`src/rtl/egress_pkg.sv`:
```
// egress_pkg: shared types and helpers for the egress scheduler.
// Holds the head-metadata layout, the scheduler FSM encoding and the
// word-count helper used when a packet is granted.
package egress_pkg;

    localparam int WORD_W     = 32;
    localparam int META_LEN_W = 6;

    // Head metadata as written by the egress buffers.
    typedef struct packed {
        logic [1:0]            dest;
        logic [1:0]            src;
        logic [21:0]           time_delta;
        logic [META_LEN_W-1:0] len;
    } meta_t;

    typedef enum logic [1:0] {
        ST_IDLE = 2'd0,
        ST_XFER = 2'd1,
        ST_DONE = 2'd2
    } state_t;

    // Words in a packet: (len + 1) blocks of wpb words each (8..512 for wpb = 8).
    function automatic logic [9:0] word_count(input logic [META_LEN_W-1:0] len,
                                              input int wpb);
        logic [9:0] blocks;
        blocks = {4'b0000, len} + 10'd1;
        return blocks * 10'(wpb);
    endfunction

endpackage

```
`src/rtl/egress_sched_rr_arbiter.sv`:
```
// rr_arbiter: combinational round-robin pick. Searches the request vector
// starting at ptr and wrapping from PORT_CNT-1 back to 0; returns a one-hot
// winner (all zero when nothing is requesting). PORT_CNT must be a power of
// two so the index addition wraps naturally.
module rr_arbiter #(
    parameter  int PORT_CNT = 4,
    localparam int PTR_W    = $clog2(PORT_CNT)
) (
    input  logic [PORT_CNT-1:0] req,
    input  logic [PTR_W-1:0]    ptr,
    output logic [PORT_CNT-1:0] gnt
);

    logic [PTR_W-1:0] idx_s;
    logic             found_s;

    // First requester at or after ptr wins.
    always_comb begin
        gnt     = '0;
        idx_s   = '0;
        found_s = 1'b0;
        for (int off = 0; off < PORT_CNT; off++) begin
            idx_s = ptr + PTR_W'(off);
            if (req[idx_s] && !found_s) begin
                gnt[idx_s] = 1'b1;
                found_s    = 1'b1;
            end else begin
                found_s = found_s;
            end
        end
    end

endmodule

```
`src/rtl/egress_sched.sv`:
```
// egress_sched: packet-granular round-robin scheduler sharing the software
// read path among the egress buffers. A grant is held until every word of
// the granted packet has been read, then the head metadata is popped and the
// pointer advances past the served buffer.
// Optional feature: define EGRESS_SCHED_STATS_EN to add per-port 16-bit
// popped-packet counters on output pkt_cnt.
module egress_sched
    import egress_pkg::*;
#(
    parameter  int PORT_CNT        = 4,
    parameter  int WORDS_PER_BLOCK = 8,
    localparam int PTR_W           = $clog2(PORT_CNT)
) (
    input  logic                       clk,
    input  logic                       reset,
    input  logic [PORT_CNT-1:0]        meta_valid,
    input  logic [WORD_W*PORT_CNT-1:0] meta_in,
    input  logic                       rd_req,
    output logic [PORT_CNT-1:0]        rd_en,
    output logic [PORT_CNT-1:0]        meta_pop,
    output logic [PTR_W-1:0]           grant_port,
    output logic [WORD_W-1:0]          cur_meta,
    output logic                       busy,
    output logic                       pkt_done
`ifdef EGRESS_SCHED_STATS_EN
    ,
    output logic [16*PORT_CNT-1:0]     pkt_cnt
`endif
);

    state_t              state_r;
    logic [PTR_W-1:0]    rr_ptr_r;
    logic [9:0]          words_left_r;
    logic [PORT_CNT-1:0] win_onehot_s;
    logic [PTR_W-1:0]    win_idx_s;
    meta_t               win_meta_s;
    logic [PORT_CNT-1:0] grant_onehot_s;

    rr_arbiter #(.PORT_CNT(PORT_CNT)) u_arb (
        .req (meta_valid),
        .ptr (rr_ptr_r),
        .gnt (win_onehot_s)
    );

    assign grant_onehot_s = {{(PORT_CNT-1){1'b0}}, 1'b1} << grant_port;

    // Encode the winner index and select its head metadata.
    always_comb begin
        win_idx_s  = '0;
        win_meta_s = '0;
        for (int i = 0; i < PORT_CNT; i++) begin
            if (win_onehot_s[i]) begin
                win_idx_s  = PTR_W'(i);
                win_meta_s = meta_in[i*WORD_W +: WORD_W];
            end else begin
                win_idx_s = win_idx_s;
            end
        end
    end

    // Word strobe and end-of-packet flag follow rd_req within the cycle so
    // software can stream one word per clock.
    always_comb begin
        rd_en    = '0;
        pkt_done = 1'b0;
        if ((state_r == ST_XFER) && rd_req) begin
            rd_en    = grant_onehot_s;
            pkt_done = (words_left_r == 10'd1);
        end else begin
            rd_en    = '0;
        end
    end

    // Scheduler FSM: grant in IDLE, count words in XFER, pop and rotate in DONE.
    always_ff @(posedge clk or negedge reset) begin
        if (!reset) begin
            state_r      <= ST_IDLE;
            rr_ptr_r     <= '0;
            words_left_r <= 10'd0;
            grant_port   <= '0;
            cur_meta     <= '0;
            busy         <= 1'b0;
            meta_pop     <= '0;
        end else begin
            meta_pop <= '0;
            case (state_r)
                ST_IDLE: begin
                    if (|meta_valid) begin
                        grant_port   <= win_idx_s;
                        cur_meta     <= win_meta_s;
                        words_left_r <= word_count(win_meta_s.len, WORDS_PER_BLOCK);
                        busy         <= 1'b1;
                        state_r      <= ST_XFER;
                    end else begin
                        busy <= 1'b0;
                    end
                end
                ST_XFER: begin
                    // Grant is held here whatever meta_valid does.
                    if (rd_req) begin
                        words_left_r <= words_left_r - 10'd1;
                        if (words_left_r == 10'd1) begin
                            meta_pop <= grant_onehot_s;
                            state_r  <= ST_DONE;
                        end else begin
                            state_r  <= ST_XFER;
                        end
                    end else begin
                        words_left_r <= words_left_r;
                    end
                end
                ST_DONE: begin
                    busy     <= 1'b0;
                    rr_ptr_r <= grant_port + {{(PTR_W-1){1'b0}}, 1'b1};
                    state_r  <= ST_IDLE;
                end
                default: begin
                    busy    <= 1'b0;
                    state_r <= ST_IDLE;
                end
            endcase
        end
    end

`ifdef EGRESS_SCHED_STATS_EN
    // Per-port count of popped packets, wrapping at 16 bits.
    always_ff @(posedge clk or negedge reset) begin
        if (!reset) begin
            pkt_cnt <= '0;
        end else begin
            for (int i = 0; i < PORT_CNT; i++) begin
                if (meta_pop[i]) begin
                    pkt_cnt[16*i +: 16] <= pkt_cnt[16*i +: 16] + 16'd1;
                end else begin
                    pkt_cnt[16*i +: 16] <= pkt_cnt[16*i +: 16];
                end
            end
        end
    end
`endif

endmodule
```
`config.mk`:
```
export PLATFORM = sky130hd
export DESIGN_NAME = egress_sched
export DESIGN_NICKNAME = d
export VERILOG_FILES = /design/src/rtl/egress_pkg.sv /design/src/rtl/egress_sched_rr_arbiter.sv /design/src/rtl/egress_sched.sv
export SDC_FILE = /design/constraint.sdc
export NUM_CORES = 1
export LEC_CHECK = 0
export ABC_CLOCK_PERIOD_IN_PS = 3400
export BUFFER_PORTS_ARGS = -buffer_cell sky130_fd_sc_hd__buf_2
export CELL_PAD_IN_SITES_DETAIL_PLACEMENT = 0
export CELL_PAD_IN_SITES_GLOBAL_PLACEMENT = 1
export CORE_MARGIN = 2
export CORE_UTILIZATION = 31
export DETAILED_ROUTE_END_ITERATION = 12
export MAX_ROUTING_LAYER = met4
export PLACE_DENSITY_LB_ADDON = 0.3
export SLEW_MARGIN = 20
export SYNTH_ARGS = -nofsm -noshare
export SYNTH_HDL_FRONTEND = slang
export SYNTH_SLANG_ARGS = --single-unit
```
`constraint.sdc`:
```
create_clock -name clk -period 3.4 [get_ports clk]
set_clock_uncertainty 0.2 [all_clocks]
set_input_delay 0.51 -clock clk [delete_from_list [all_inputs] [get_ports clk]]
set_output_delay 0.51 -clock clk [all_outputs]
set_load 0.005 [all_outputs]
```
==> reports/metrics.csv, run 1 <==
metric,value,unit
setup violators final,0,
syn nets,569,
Wirelength per Cell,16.19,µm
"Avg Cell Area, Syn",9.021,µm²
remaining antenna violation count,0,
Sink Count,53,
share of post-route cells with drive strength above 1,0.4216,
Slew HR,0.5698,
DR iter-0 viols,194,
max layer used,met4,
Die Y,114.6,µm
Psw,0.0006688,W
Clock Power Share,0.262,
Max Cap Violations,0,
Arrival @ worst endpoint,3.21,ns
CTS Root Cell,clkbuf_16,
die width,114.6,µm
"flops & latches, synth",53,
H-Tree Depth,2,
Clock Latency Late Sink,0.30,ns
Synth Flop Type,dfrtp_1,
cells after synthesis,420,
Slew Limit Fails,0,
gp weighted congestion,0.8929,
Mapped Area,3789,µm²
vias per inst,5.203,
Core Region,11960,µm²
I/O pins,179,
met3 WL,413,µm
largest net degree at the start of global routing,66,
post-route minimum period,3.245,ns
antenna violations before repair,0,
Post-synth EDFFs,0,
Setup CP Type,reg -> reg,
Hold WC Path Type,reg -> reg,
setup_tns,0,ns
fin crit share,0.9543,
# DRC,0,
global-route wire length before repair,18.55,mm
run status,"finished, final reports clean",
"Seq/Total Area, Yosys",0.3501,
number of port buffers,178,
critical path endpoint category,flop,
clk slew on worst S/H paths,0.07,ns
PnR Total Power,0.002012,W
CP required,3.37,ns
"commonest non-fill, non-tap cell in the layout",buf_2,
"commonest non-fill, non-tap cells in the layout","178 x buf_2, 60 x nand2_1, 52 x dfrtp_1, 37 x nor2_1, 26 x a22oi_1",
"Hold Vio Cnt, Final",0,
Ys Warns,0,
Detailed Route WL,11.98,mm
number of iterations in the first detailed-routing pass,4,
initial core utilization,0.3167,
sw frac,0.3325,
power density over cell area,397.4,nW/µm²
wl on met1,5.609,mm
DP HPWL,9.299,mm
Leakage Power,2.461,nW
fmax,308.2,MHz
RSZ-0062 raised after global routing,no,
Tightest Pin Transition,0.6453,ns
grt total ovfl,0,
asr flop ratio synth,1.000,
sequential power share,0.419,
Area growth syn-to-layout,33.62,%
via count,3850,
TritonCTS clock tree,built,
vias in the first global route,3576,
Site Rows,40,
Final #Nets,741,
Comb power frac,0.318,
cell-internal power,0.001343,W
Peak VDD IR,184.6,µV
Cell variety after synth,59,
GRT Overall Usage,0.1820,
Ant. Diodes,0,
met2 WL post-DR,5.840,mm
Die ar.,13120,µm²
CP Max Fanout,6,
crit start category,flop,
clk buf depth,2,
total CTS buffers,5,
## stage by stage
| step | utilization | cell area (µm²) | hold WS [ns] | setup slack [ns] | std cells |
|---|---|---|---|---|---|
| after floorplan | - | 3796 | 0.01441 | 0.02206 | 420 |
| after global placement | 0.4064 | 4861 | 0.1408 | 0.09201 | 729 |
| after detailed placement | 0.4064 | 4861 | 0.1397 | 0.01772 | 729 |
| after CTS | 0.4198 | 5021 | 0.2742 | 0.07347 | 738 |
| after global routing | 0.4232 | 5062 | 0.2889 | 0.002861 | 740 |
| final | 0.4232 | 5062 | 0.2827 | 0.1553 | 740 |
## state kept, by name, summed over array words and instances (netlist names)
signal,count
cur_meta,32
words_left_r,10
meta_pop,4
grant_port,2
rr_ptr_r,2
state_r,2
busy,1
## metal layers
| metal | vias up | GRT usage |
|---|---|---|
| met1 | 1854 | 0.2548 |
| met4 | 0 | 0.03740 |
| met2 | 97 | 0.2852 |
| li1 | 1890 | - |
| met5 | - | - |
| met3 | 9 | 0.02065 |
## kinds of logic (layout without fill, tap and decap cells)
kind of cell,count (synthesis),count (layout),share of synthesized area
compound gates,147,147,0.3111
simple gates,143,143,0.1793
flops,53,53,0.3501
buf+inv,53,226,0.07496
fa+ha+maj,14,14,0.04624
xor+xnor,5,5,0.01156
mux,5,5,0.02675
## synthesized netlist by cell type (all sizes together), types with 2 or more instances
cell type | number | share of area
nand2 | 61 | 0.061
dfrtp | 53 | 0.35
o21ai | 43 | 0.057
nor2 | 39 | 0.043
a221oi | 28 | 0.086
a22oi | 27 | 0.053
buf | 23 | 0.045
inv | 18 | 0.018
ha | 14 | 0.046
a21oi | 12 | 0.017
clkbuf | 12 | 0.012
a31oi | 9 | 0.015
nor2b | 7 | 0.016
and2 | 6 | 0.0099
nand3 | 6 | 0.0079
a311oi | 5 | 0.018
and3 | 5 | 0.0083
mux4 | 4 | 0.024
nor3 | 4 | 0.0053
o221ai | 4 | 0.017
a21o | 3 | 0.0063
a221o | 3 | 0.0079
or3 | 3 | 0.0050
xor2 | 3 | 0.0069
a22o | 2 | 0.0046
and3b | 2 | 0.0046
nand2b | 2 | 0.0033
nor3b | 2 | 0.0040
nor4 | 2 | 0.0033
o31ai | 2 | 0.0066
xnor2 | 2 | 0.0046
## timing repair
action                     4_1_cts  5_1_grt
resized for setup                0        6
setup endpoints to repair        0       20
hold buffers                     1        0
setup buffers                    0        2
hold endpoints to repair         5        0
## final timing paths
kind	cells after the start	from	to	slack, ns
hold / removal	2	cur_meta[15]	cur_meta[15]	0.28
setup reg to reg	12	rr_ptr_r[1]	words_left_r[7]	0.16
hold reg to reg	2	cur_meta[15]	cur_meta[15]	0.28
setup / recovery	12	rr_ptr_r[1]	words_left_r[7]	0.16
min in group asynchronous	2	reset	meta_pop[0]	0.36
max in group asynchronous	3	reset	cur_meta[21]	1.80
## cell type report
cell class / count / area [µm²]
clock buffer: 5 / 125.1
clock inverter: 3 / 25.02
multi-input combinational: 314 / 2212
tap: 147 / 183.9
inverter: 18 / 67.56
timing repair buffer: 200 / 1121
fill: 1218 / 6899
sequential: 53 / 1328
## power by group through the flow
stage	Combinational (W)	Sequential, W	Clock [W]
CTS	0.000644	0.000844	0.000545
finish	0.000641	0.000844	0.000527
detailed placement	0.000642	0.000856	0
floorplan	0.000348	0.000851	0
global placement	0.000630	0.000854	0
global route	0.000724	0.000865	0.000570
## critical path, stage by stage, from the launching register on
cell and delay (ns):
dfrtp_1 0.35, inv_1 0.09, ha_1 0.35, mux4_2 0.39, nor2b_4 0.16, a22o_1 0.17, a221o_1 0.40, a31oi_2 0.30
o221ai_4 0.13, ha_2 0.21, nand2_1 0.09, xor2_1 0.19, o221ai_2 0.11
Power figures use the tool's default switching activity.
==> run 2, diff against run 1 <==
- BUFFER_PORTS_ARGS: -buffer_cell sky130_fd_sc_hd__buf_2 -> not set
- CORE_UTILIZATION: 31 -> 42
- DONT_BUFFER_PORTS: not set -> 1
==> reports/metrics.csv, run 2 (same netlist as run 1, synthesis figures left out) <==
metric,value,unit,change
total CTS buffers,5,,unchanged
Peak VDD IR,201.2,µV,+9.0%
setup violators final,0,,unchanged
CTS Root Cell,clkbuf_8,,
I/O pins,179,,unchanged
Area growth syn-to-layout,8.124,%,
vias in the first global route,3043,,-15%
PnR Total Power,0.001830,W,-9.0%
Core Region,8721,µm²,-27%
max reg flops,32,,unchanged
GRT Overall Usage,0.2068,,+0.02483
"commonest non-fill, non-tap cells in the layout","60 x nand2_1, 52 x dfrtp_1, 37 x nor2_1, 27 x a22oi_1, 24 x o21ai_1",,
fin crit share,0.9672,,+0.01285
die width,98.98,µm,-14%
"commonest non-fill, non-tap cell in the layout",nand2_1,,
# DRC,0,,unchanged
Arrival @ worst endpoint,3.27,ns,+0.06 ns
flop2flop setup slack,0.11,ns,-0.04 ns
Largest regs,"cur_meta (32), words_left_r (10), meta_pop (4)",,
crit start category,flop,,
TritonCTS clock tree,built,,
Site Rows,34,,-15%
Wirelength per Cell,19.55,µm,+21%
critical path endpoint category,flop,,
H-Tree Depth,2,,unchanged
final worst setup slack,0.1117,ns,-0.04367 ns
post-route minimum period,3.288,ns,+0.04367 ns
gp weighted congestion,0.9275,,+3.9%
fmax,304.1,MHz,-1.3%
largest net degree at the start of global routing,54,,-18%
clk buf depth,2,,unchanged
fillers,805,,-34%
Die ar.,9796,µm²,-25%
RSZ-0062 raised after global routing,yes,,
vias per inst,6.194,,+19%
Tightest Pin Transition,0.6123,ns,-0.03301 ns
"Hold Vio Cnt, Final",0,,unchanged
setup_tns,0,ns,unchanged
DP Worst Slack,0.05639,ns,+0.03867 ns
antenna violations before repair,0,,unchanged
clk slew on worst S/H paths,0.10,ns,+0.03 ns
share of post-route cells with drive strength above 1,0.1671,,-0.2545
power density over cell area,446.8,nW/µm²,+12%
Slew HR,0.5880,,+0.01825
number of iterations in the first detailed-routing pass,5,,+1
Sink Count,53,,unchanged
post-placement cell count,509,,-30%
Clock Latency Late Sink,0.31,ns,about the same
remaining antenna violation count,0,,unchanged
global-route wire length before repair,15.98,mm,-14%
largest reg by FF count,cur_meta,,
run status,"finished, final reports clean",,
Die Y,98.98,µm,-14%
initial core utilization,0.4344,,+0.1177
CP required,3.38,ns,about the same
DP HPWL,7.809,mm,-16%
CP Max Fanout,6,,unchanged
Slew Limit Fails,0,,unchanged
Final Non-Filler Cells,521,,-30%
Max Cap Violations,0,,unchanged
Ant. Diodes,0,,unchanged
Final #Nets,561,,-24%
Hold WC Path Type,in -> reg,,
DR iter-0 viols,183,,-5.7%
grt total ovfl,0,,unchanged
Leakage Power,1.709,nW,-31%
via count,3227,,-16%
Setup CP Type,reg -> reg,,
number of port buffers,0,,-100%
Detailed Route WL,10.19,mm,-15%
## run 2: changes by cell type in the layout (fill, tap and decap cells not counted), sizes merged
cell	change
buf	-180
bufinv	+2
clkinv	-1
clkinvlp	-1
## run 2: what timing repair did
| item | CTS | global route |
|---|---|---|
| setup endpoints to repair | 0 | 5 |
| buffers inserted | 0 | 2 |
| resized for setup | 0 | 7 |
| hold buffers | 2 | 0 |
| endpoints found under the hold margin | 53 | 0 |
## run 2: report_power, final
part / total [W] / internal, W / switching, W / leakage [nW]
Clock: 0.000521 / 0.000297 / 0.000224 / 0.0687
Sequential: 0.000877 / 0.000756 / 0.000120 / 0.663
Combinational: 0.000432 / 0.000195 / 0.000238 / 0.978
## run 2: cell type report
| class | count | area (µm²) | share of cell area |
|---|---|---|---|
| Clock buffer | 5 | 68.82 | 0.01680 |
| Clock inverter | 3 | 68.82 | 0.01680 |
| Inverter | 18 | 67.56 | 0.01649 |
| Multi-Input combinational cell | 314 | 2215 | 0.5406 |
| Sequential cell | 53 | 1328 | 0.3241 |
| Tap cell | 108 | 135.1 | 0.03299 |
| Timing Repair Buffer | 20 | 214.0 | 0.05223 |
## run 2: layer usage
layer | GRT usage | wire [µm] | share of wire
met1 | 0.2777 | 4444 | 0.44
met2 | 0.3144 | 4799 | 0.47
met5 | - | 0 | 0
met3 | 0.05106 | 764 | 0.075
met4 | 0.05269 | 179 | 0.018
## run 2: critical path, stage by stage, from the launching register on
cell and delay [ns]:
dfrtp_2 0.38, inv_1 0.07, ha_1 0.36, mux4_2 0.38
nor2b_4 0.16, a22o_1 0.18, a221o_2 0.39, a31oi_2 0.28
o221ai_4 0.16, ha_2 0.21, nand2_1 0.09, xor2_1 0.19
o221ai_2 0.11
## run 2: through the flow
stage,hold WS [ns],area (µm²),util
floorplan,0.01441,3796,-
global placement,0.01731,3874,0.4442
detailed placement,0.01753,3874,0.4442
CTS,0.1627,4049,0.4643
global route,0.1673,4096,0.4697
finish,0.1693,4096,0.4697
## run 2: final timing paths
kind	end	depth (start not counted)	from
max in group asynchronous	rr_ptr_r[0]	2	reset
setup / recovery	words_left_r[7]	12	rr_ptr_r[0]
hold reg to reg	busy	2	busy
hold / removal	cur_meta[12]	2	meta_in[108]
setup reg to reg	words_left_r[7]	12	rr_ptr_r[0]
min in group asynchronous	cur_meta[2]	2	reset
==> run 3, diff against run 2 <==
- CORE_UTILIZATION: 42 -> 41
==> reports/metrics.csv, run 3 (same netlist as run 1, synthesis figures left out) <==
metric,value,unit,change
largest net degree at the start of global routing,54,,unchanged
DP HPWL,7.602,mm,-2.7%
fin crit share,0.9503,,-0.01687
"commonest non-fill, non-tap cell in the layout",nand2_1,,
Leakage Power,1.673,nW,-2.1%
initial core utilization,0.4159,,-0.01850
vias per inst,6.084,,-1.8%
post-placement cell count,511,,+0.39%
Die Y,100.1,µm,+1.2%
post-route minimum period,3.231,ns,-0.05735 ns
final worst setup slack,0.1690,ns,+0.05735 ns
"Hold Vio Cnt, Final",0,,unchanged
Largest regs,"cur_meta (32), words_left_r (10), meta_pop (4)",,
Slew Limit Fails,0,,unchanged
Max stage delay on crit path,0.58,ns,+0.19 ns
DP Worst Slack,0.1030,ns,+0.04659 ns
worst-path cell chain,"buf_8, mux4_2, nor2b_4, a22o_1, a221o_1, or2_4, o221ai_4, ha_2, nand2_1, xor2_1, o221ai_2",,
share of post-route cells with drive strength above 1,0.1610,,-0.006095
Detailed Route WL,9.956,mm,-2.3%
Die ar.,10030,µm²,+2.3%
die width,100.1,µm,+1.2%
fmax,309.5,MHz,+1.8%
largest reg by FF count,cur_meta,,
setup violators final,0,,unchanged
CP Max Fanout,17,,+11
I/O pins,179,,unchanged
Core Region,9109,µm²,+4.4%
Hold WC Path Type,in -> reg,,
Peak VDD IR,185.4,µV,-7.9%
Ant. Diodes,0,,unchanged
GRT Overall Usage,0.2018,,-0.005016
Clock Latency Late Sink,0.31,ns,about the same
max reg flops,32,,unchanged
via count,3170,,-1.8%
grt total ovfl,0,,unchanged
crit start category,flop,,
power density over cell area,413.4,nW/µm²,-7.5%
Final #Nets,558,,-0.53%
Crit-path slowest cell,mux4_2,,
# DRC,0,,unchanged
Final Cell Area,4033,µm²,-1.6%
Arrival @ worst endpoint,3.21,ns,-0.06 ns
global-route wire length before repair,15.79,mm,-1.2%
gp weighted congestion,0.9246,,-0.31%
setup_tns,0,ns,unchanged
antenna violations before repair,0,,unchanged
"commonest non-fill, non-tap cells in the layout","60 x nand2_1, 52 x dfrtp_1, 37 x nor2_1, 27 x a22oi_1, 24 x o21ai_1",,
DR iter-0 viols,147,,-20%
Tightest Pin Transition,0.8670,ns,+0.2547 ns
Setup CP Type,reg -> reg,,
Final Non-Filler Cells,521,,unchanged
Buffers & Inverters on Critical Path,1,,unchanged
total CTS buffers,5,,unchanged
Sink Count,53,,unchanged
remaining antenna violation count,0,,unchanged
Crit path max-delay family,compound AO/OA/AOI/OAI gates,,
clk slew on worst S/H paths,0.10,ns,about the same
number of port buffers,0,,unchanged
Area growth syn-to-layout,6.440,%,
vias in the first global route,2991,,-1.7%
fillers,904,,+12%
run status,"finished, final reports clean",,
CP required,3.38,ns,about the same
critical path endpoint category,flop,,
H-Tree Depth,2,,unchanged
clk buf depth,2,,unchanged
Wirelength per Cell,19.11,µm,-2.3%
CTS Root Cell,clkbuf_8,,
post-CTS setup buffer count,0,,unchanged
Slew HR,0.4208,,-0.1672
TritonCTS clock tree,built,,
Max Cap Violations,0,,unchanged
Area after DPL,3870,µm²,about the same
number of iterations in the first detailed-routing pass,5,,unchanged
Site Rows,35,,+2.9%
run 3: path summary, 6_finish.rpt:
| kind | startpoint | endpoint | slack, ns | cells past startpoint |
|---|---|---|---|---|
| max in group asynchronous | reset | rr_ptr_r[0] | 2.20 | 2 |
| setup reg to reg | rr_ptr_r[0] | words_left_r[7] | 0.17 | 11 |
| hold reg to reg | cur_meta[5] | cur_meta[5] | 0.32 | 2 |
| setup / recovery | rr_ptr_r[0] | words_left_r[7] | 0.17 | 11 |
| min in group asynchronous | reset | cur_meta[21] | 0.53 | 2 |
| hold / removal | meta_in[105] | cur_meta[9] | 0.17 | 2 |
run 3: final cells by class:
class / instances / area, µm² / area share
Inverter: 18 / 67.56 / 0.01675
Tap cell: 111 / 138.9 / 0.03444
Sequential cell: 53 / 1328 / 0.3292
Multi-Input combinational cell: 314 / 2208 / 0.5476
Clock buffer: 5 / 68.82 / 0.01706
Clock inverter: 3 / 22.52 / 0.005585
Timing Repair Buffer: 17 / 198.9 / 0.04933
run 3: through the flow:
step                      power [W]    util  hold slack [ns]
final                      0.001667  0.4427           0.1713
after global routing       0.001793  0.4427           0.1663
after CTS                  0.001686  0.4390           0.1662
after detailed placement   0.001300  0.4249          0.01529
after global placement     0.001288  0.4249          0.01535
after floorplan            0.001199       -          0.01441
run 3: report_power, final:
part,internal (W),total [W],switching [W]
clock network,0.000147,0.000368,0.000221
registers,0.000756,0.000876,0.000119
logic,0.000191,0.000424,0.000233
total,0.00109,0.00167,0.000573
run 3: timing repair:
action,in CTS,in global routing
setup endpoints to repair,0,5
resized for setup,0,8
hold endpoints to repair,53,0
hold buffers,2,0
run 3: worst reg2reg max path, stage by stage, from the launching register on:
cell and delay (ns):
dfrtp_2 0.40, buf_8 0.17, mux4_2 0.58, nor2b_4 0.16, a22o_1 0.18, a221o_1 0.33, or2_4 0.29, o221ai_4 0.21
ha_2 0.23, nand2_1 0.08, xor2_1 0.18, o221ai_2 0.10
run 3: routing by layer:
layer / up-vias / global-route usage / part of all wire / wire length, µm
met5: - / - / 0 / 0
li1: 1530 / - / - / -
met1: 1505 / 0.2737 / 0.43 / 4281
met4: 0 / 0.04636 / 0.013 / 127
met2: 125 / 0.3082 / 0.48 / 4765
met3: 10 / 0.04735 / 0.078 / 781
